==> config.mk <==
export PLATFORM = sky130hd
export DESIGN_NAME = led_pattern_engine
export DESIGN_NICKNAME = d
export VERILOG_FILES = /design/src/rtl/led_pattern_engine.sv
export SDC_FILE = /design/constraint.sdc
export NUM_CORES = 1
export LEC_CHECK = 0
export CAP_MARGIN = 10
export CORE_MARGIN = 2
export CORE_UTILIZATION = 59
export CTS_BUF_LIST = sky130_fd_sc_hd__clkbuf_4 sky130_fd_sc_hd__clkbuf_8
export DETAILED_ROUTE_END_ITERATION = 6
export GPL_TIMING_DRIVEN = 0
export PLACE_DENSITY = 0.85
export SLEW_MARGIN = 20
export SYNTH_ARGS = -nofsm -noshare
export SYNTH_HDL_FRONTEND = slang
export SYNTH_SLANG_ARGS = --single-unit
==> constraint.sdc <==
create_clock -name clk -period 5.7 [get_ports clk]
set_clock_uncertainty 0.05 [all_clocks]
set_input_delay 1.14 -clock clk [delete_from_list [all_inputs] [get_ports clk]]
set_output_delay 1.14 -clock clk [all_outputs]
set_load 0.02 [all_outputs]
==> src/rtl/led_pattern_engine.sv <==
// rtl/led_pattern_engine.sv - LED sweep / ping-pong pattern engine with step prescaler
module led_pattern_engine #(
  parameter  int N_LED = 16,
  parameter  int PRE_W = 4,
  localparam int PW    = $clog2(N_LED)
) (
  input  logic             clk,
  input  logic             reset,
  input  logic             en,
  input  logic             start,
  input  logic             idle,
  input  logic [1:0]       mode,
  input  logic [PRE_W-1:0] step_div,
  output logic [N_LED-1:0] led,
  output logic [PW-1:0]    pos,
  output logic             busy,
  output logic             done
);

  typedef enum logic [1:0] {
    S_IDLE  = 2'd0,
    S_RUN   = 2'd1,
    S_PAUSE = 2'd2
  } state_t;

  localparam logic [1:0]    MODE_NONE = 2'b00;
  localparam logic [1:0]    MODE_DOWN = 2'b10;
  localparam logic [1:0]    MODE_PING = 2'b11;
  localparam logic [PW-1:0] POS_LAST  = PW'(N_LED - 1);
  localparam logic [PW-1:0] POS_PEN   = PW'(N_LED - 2);

  state_t           state_q, state_d;
  logic             dir_up_q, dir_up_d;
  logic [PRE_W-1:0] presc_q, presc_d;
  logic [1:0]       mode_q, mode_d;
  logic [PW-1:0]    pos_d;
  logic [N_LED-1:0] led_d;
  logic             busy_d, done_d;

  logic [PW-1:0]    adv_pos;
  logic             adv_up;
  logic             adv_wrap;

  // pos is always kept below N_LED, so the index never leaves the vector
  function automatic logic [N_LED-1:0] onehot(input logic [PW-1:0] p);
    logic [N_LED-1:0] v;
    v    = '0;
    v[p] = 1'b1;
    return v;
  endfunction

  // Next position for one pattern step, including wrap/reversal detection
  always_comb begin
    adv_pos  = pos;
    adv_up   = dir_up_q;
    adv_wrap = 1'b0;
    case (mode_q)
      MODE_DOWN: begin
        if (pos == '0) begin
          adv_pos  = POS_LAST;
          adv_wrap = 1'b1;
        end else begin
          adv_pos = pos - 1'b1;
        end
      end
      MODE_PING: begin
        if (dir_up_q) begin
          if (pos == POS_LAST) begin
            adv_pos  = POS_PEN;
            adv_up   = 1'b0;
            adv_wrap = 1'b1;
          end else begin
            adv_pos = pos + 1'b1;
          end
        end else begin
          if (pos == '0) begin
            adv_pos  = PW'(1);
            adv_up   = 1'b1;
            adv_wrap = 1'b1;
          end else begin
            adv_pos = pos - 1'b1;
          end
        end
      end
      default: begin
        if (pos == POS_LAST) begin
          adv_pos  = '0;
          adv_wrap = 1'b1;
        end else begin
          adv_pos = pos + 1'b1;
        end
      end
    endcase
  end

  // FSM next state and next values of every output register
  always_comb begin
    state_d  = state_q;
    pos_d    = pos;
    dir_up_d = dir_up_q;
    presc_d  = presc_q;
    mode_d   = mode_q;
    led_d    = led;
    busy_d   = busy;
    done_d   = 1'b0;
    if (en) begin
      case (state_q)
        S_IDLE: begin
          pos_d    = '0;
          dir_up_d = 1'b1;
          presc_d  = '0;
          led_d    = '0;
          busy_d   = 1'b0;
          if (start && (mode != MODE_NONE)) begin
            state_d = S_RUN;
            mode_d  = mode;
            pos_d   = (mode == MODE_DOWN) ? POS_LAST : '0;
            led_d   = onehot(pos_d);
            busy_d  = 1'b1;
          end
        end
        S_RUN: begin
          if (!start) begin
            state_d  = S_IDLE;
            pos_d    = '0;
            dir_up_d = 1'b1;
            presc_d  = '0;
            led_d    = '0;
            busy_d   = 1'b0;
          end else if (idle) begin
            state_d = S_PAUSE;
            led_d   = '0;
          end else if (presc_q >= step_div) begin
            // >= so a lowered step_div takes effect on the very next cycle
            presc_d  = '0;
            pos_d    = adv_pos;
            dir_up_d = adv_up;
            done_d   = adv_wrap;
            led_d    = onehot(adv_pos);
          end else begin
            presc_d = presc_q + 1'b1;
          end
        end
        S_PAUSE: begin
          if (!start) begin
            state_d  = S_IDLE;
            pos_d    = '0;
            dir_up_d = 1'b1;
            presc_d  = '0;
            led_d    = '0;
            busy_d   = 1'b0;
          end else if (!idle) begin
            state_d = S_RUN;
            presc_d = '0;
            led_d   = onehot(pos);
          end
        end
        default: begin
          state_d  = S_IDLE;
          pos_d    = '0;
          dir_up_d = 1'b1;
          presc_d  = '0;
          led_d    = '0;
          busy_d   = 1'b0;
        end
      endcase
    end
  end

  // State and output registers with synchronous reset
  always_ff @(posedge clk) begin
    if (reset) begin
      state_q  <= S_IDLE;
      pos      <= '0;
      dir_up_q <= 1'b1;
      presc_q  <= '0;
      mode_q   <= MODE_NONE;
      led      <= '0;
      busy     <= 1'b0;
      done     <= 1'b0;
    end else begin
      state_q  <= state_d;
      pos      <= pos_d;
      dir_up_q <= dir_up_d;
      presc_q  <= presc_d;
      mode_q   <= mode_d;
      led      <= led_d;
      busy     <= busy_d;
      done     <= done_d;
    end
  end

endmodule

* Word level (Yosys, flattened, before mapping) *
Index checks and enable logic that the tools add are counted.

word-level totals
  register bits = 31
  word-level logic and storage cells = 106
  input port bits = 11

cells by class
  reductions and logical operators = 16
  eq/ne operators = 15
  mux-type cells = 53
  order comparisons = 7
  bitwise operators = 4
  $add $sub $neg = 3

operator list
  kind                 count
  $mux 16              6
  $mux 4               16
  $pmux 16 s3          1
  $pmux 4 s2           2
  $lt 4x5->1 const B   3
  $mux 1               15
  $demux 1 s4          3
  $ge 4x1->1 const B   3
  $ne 3x3->1 const B   4
  $pmux 4 s3           1
  $mux 2               5
  $reduce_and 3->1     3
  $add 4x1->4 const B  2
  $eq 2x2->1 const B   4
  $reduce_and 4->1     2
  $ne 2x2->1 const B   3
  $pmux 1 s2           3
  $pmux 2 s3           1
  $reduce_or 6->1      1
  $reduce_and 5->1     1
  $eq 4x4->1 const B   1
  $ge 4x4->1           1
  $logic_and 1x1->1    4
  $logic_not 4->1      1
  9 further kinds      12

* Depth between registers and ports, before layout *
  depth in word-level cells = 12
  mapped depth = 10
  gate-level depth less buffers = 8

* Worst setup path after synthesis *
Ideal clock, no wire load.

  path type = in2reg
  start = input step_div[0]
  end = register led[10]
  required time = 5.516 ns
  slack = 2.630 ns
  stages = 9
  data arrival time = 2.886 ns
  library setup time = 0.134 ns
  cells stage by stage = ha_1 > nand2b_1 > a2111oi_2 > or2_1 > a21oi_1 > buf_2 > buf_2 > mux2i_1 > o22ai_1

on the way
  cells in the longest elaborated chain, start to end = 3

RTL lines
  item                        line  RTL
  start: declaration          13    input logic [PRE_W-1:0] step_div,
  $ge 4x4->1                  133   end else if (presc_q >= step_div) begin
  $ne 4x4->1 (no line)        -
  $reduce_and 3->1 (no line)  -
  end signal: assignment      187   led <= led_d;
  end: declaration            14    output logic [N_LED-1:0] led,

No other way between the ends.
A chain may end at the register's enable or synchronous reset.

* Worst setup path after layout *
  start = input step_div[0]
  end = register led[15]

Same word-level chain as after synthesis.

==> reports/qor.yml <==
worst_setup_path:
  r2r_slack_ns: 2.99
  reg2reg_from: "pos[0]"
  path_buf_inv: 3
  endpoint_kind: "flop"
  startpoint_type: "input pin"
  crit_family: "buffers and inverters"
  reg2reg_depth: 8
  reg2reg_to: "led[15]"
  max_stage_delay_ns: 0.43
  worstPathArrival_ns: 3.49
  cpMaxStageDelayCell: "a2111oi_2"
  crit_chain: "clkdlybuf4s50_1 > ha_1 > nand2b_1 > a2111oi_2 > or2_1 > a21oi_1 > buf_2 > buf_2 > mux2i_1 > o22ai_1"
  path_class: "input pin to flop"
  crit_top_cell: "buf_2"
  crit_fanout: 10
  required_ns: 5.85
drt:
  drt_wl_total_mm: 4.71
  drc: 0
  routedWlPerCell_um: 14.7
  antenna_left: 0
  vias_per_cell: 5.92
  dr.pass1.iters: 4
  vias: 1900
  drtIter0Drc: 206
clocking:
  cts-root-buf: "clkbuf_4"
  postCtsSetupRepairBufs: 0
  clk_pin_slew_ns: 0.09
  clock_path_buffers: 2
  postCtsHoldBufs: 0
  insertion_delay_ns: 0.34
  cts_buffers: 5
  htreeDepth: 2
  cts_tree: "done"
  clock_sinks: 31
  cts_resized: 0
pwr:
  combPwrFrac_pct: 23.4
  leakagePower_nw: 0.949
  p_int_w: 0.000325
  swShare_pct: 31.1
  p_seq_share_pct: 48.6
  peakVddDrop_mv: 0.162
  powerDensity_nw_per_um2: 196
  p_switching_w: 0.000146
  p_clk_share_pct: 28.0
synthesis:
  synth-edff-count: 0
  synthAdderAreaFrac_pct: 8.75
  synth.area.mux_share_pct: 8.00
  netlist_area_um2: 2000
  synth-xor-area-share_pct: 0.437
  synth-seq-cells: 31
  synth_cell_type_count: 44
  ys.warnings.count: 0
  synth_compound_area_share_pct: 21.7
  syn_nets: 264
  async_flop_share_pct: 0
  synth_ff_type: "dfxtp_1"
  syn-instance-count: 239
  synth_top_family_by_area: "simple AND/OR/NAND/NOR gates"
  synth-simple-area-share_pct: 26.1
  avgSynthCellArea_um2: 8.38
  synth_seq_area_share_pct: 31.0
global_route:
  globalRouteOverflowTotal: 0
  antenna_found_initial: 0
  grt_use_total_pct: 25.8
  grt_max_degree: 11
  grt_pass1_vias: 1774
  grt_first_pass_wirelength_mm: 8.00
floorplan:
  initial_core_util_pct: 61.0
  ioPinCount: 33
  die_w_um: 62.3
  row_count: 21
  die_area_um2: 3880
  core-area_um2: 3280
  fp.dieH_um: 62.3
run_status:
  status: "finished clean"
worst_hold_path:
  hold_path_depth: 2
  hp-start: "busy"
  min_path_type: "flop to flop"
  min_to: "busy"
sta:
  drv_slew: 0
  rsz0062_at_grt: "false"
  tns_ns: 0
  hold_viol_final: 0
  setup_viol: 0
  period_minus_slack_ns: 3.34
  maxSlewHeadroom_pct: 59.4
  layout_worst_path_cycle_share_pct: 58.7
  fmax_mhz: 299
  tightest_slew_ns: 0.604
placed_design:
  place_area_um2: 2350
  finalWeightedCongestion: 0.906
  dp_hpwl_mm: 3.65
  portBuffers: 29
cells_and_area:
  stdcell_area_um2: 2410
  n_fill_cell: 270
  layout-drive-gt1-share_pct: 8.00
  syn_to_final_growth_pct: 20.2
  antennaDiodeCount: 0
  layout.nets: 300
run:
  drv_cap: 0
## cells in the mapped netlist, types with 4 or more instances
| cell type | count | area [µm²] |
|---|---|---|
| a21oi_1 | 13 | 65.1 |
| a22oi_1 | 4 | 30.0 |
| and2_1 | 11 | 68.8 |
| buf_2 | 5 | 25.0 |
| clkbuf_1 | 5 | 18.8 |
| dfxtp_1 | 31 | 621 |
| ha_1 | 14 | 175 |
| inv_1 | 10 | 37.5 |
| mux2i_1 | 16 | 160 |
| nand2_1 | 21 | 78.8 |
| nand2b_1 | 7 | 43.8 |
| nand3_1 | 7 | 35.0 |
| nor2_1 | 23 | 86.3 |
| nor3_1 | 6 | 30.0 |
| o21ai_0 | 5 | 25.0 |
| o22ai_1 | 15 | 93.8 |
## metrics by stage
step           cells  hold slack, ns  total power (W)  setup slack, ns  util, %
3_3_place_gp     314           0.400         0.000341             2.00     71.5
5_1_grt          321           0.455         0.000495             2.20     73.3
2_1_floorplan    239           0.416         0.000310             2.63        -
6_report         321           0.419         0.000471             2.36     73.3
3_5_place_dp     314           0.407         0.000342             2.00     71.5
4_1_cts          321           0.427         0.000472             2.35     73.3
## final cells by class
cell class                 count  area (µm²)  share of cell area [%]
inverter                      10        37.5                    1.56
clock buffer                   6        51.3                    2.13
tap                           46        57.6                    2.39
buffer                        10        43.8                    1.82
multi-input combinational    188        1300                    54.0
clock inverter                 1        5.00                   0.208
timing repair buffer          29         290                    12.1
sequential                    31         621                    25.8
## layer usage
layer	wire [µm]	up-vias	global-route usage, %
li1	-	939	-
met4	84	0	8.89
met3	351	10	7.07
met2	2100	75	41.2
met5	0	-	0
met1	2180	876	33.8
## sequential cells by signal, indices dropped and copies added, names as in the netlist
register  cells
dir_up_q      1
pos           4
led          16
busy          1
done          1
presc_q       4
state_q       2
mode_q        2
## power by group through the flow
stage,logic (W),registers (W),clock network [W]
after floorplan,0.0000729,0.000237,0
after global placement,0.000107,0.000234,0
after detailed placement,0.000108,0.000234,0
after CTS,0.000109,0.000229,0.000135
after global routing,0.000121,0.000230,0.000144
final,0.000110,0.000229,0.000132
## worst reg2reg max path, delay by kind of cell (launching register included)
| family | cells | cell delay, ns |
|---|---|---|
| AND/OR/NAND/NOR | 2 | 0.63 |
| AO/OA/AOI/OAI | 4 | 1.12 |
| flip-flops | 1 | 0.42 |
| buffers and inverters | 1 | 0.15 |
| adder cells (fa/ha/maj) | 1 | 0.27 |
## cell families (layout without fill, tap and decap cells)
logic type | count (synthesis) | after routing
and+or+nand+nor | 96 | 96
DFF | 31 | 31
muxes | 16 | 16
xor gates and xnor gates | 1 | 1
AOI/OAI and AO/OA | 61 | 61
buffers and inverters | 20 | 56
adders and majority gates | 14 | 14
## how the worst max path moves through the flow
stage                            from      end  slack (ns)  cells after the start
after floorplan           step_div[0]  led[10]        2.63                      9
after global placement    step_div[0]  led[15]        2.00                     10
after detailed placement  step_div[0]   led[0]        2.00                     10
after CTS                 step_div[0]  led[15]        2.35                     10
after global routing      step_div[0]   led[0]        2.20                     10
final                     step_div[0]  led[15]        2.36                     10
## cell usage in the layout, fill, tap and decap left out, types with 6 or more instances in the layout
cell / count
nand2_1: 21
a21oi_1: 13
o22ai_1: 15
nand2b_1: 7
clkdlybuf4s50_1: 29
ha_1: 14
dfxtp_1: 31
nor3_1: 6
nor2_1: 23
inv_1: 10
nand3_1: 7
mux2i_1: 16
and2_1: 11
(Power assumes the default switching activity.)
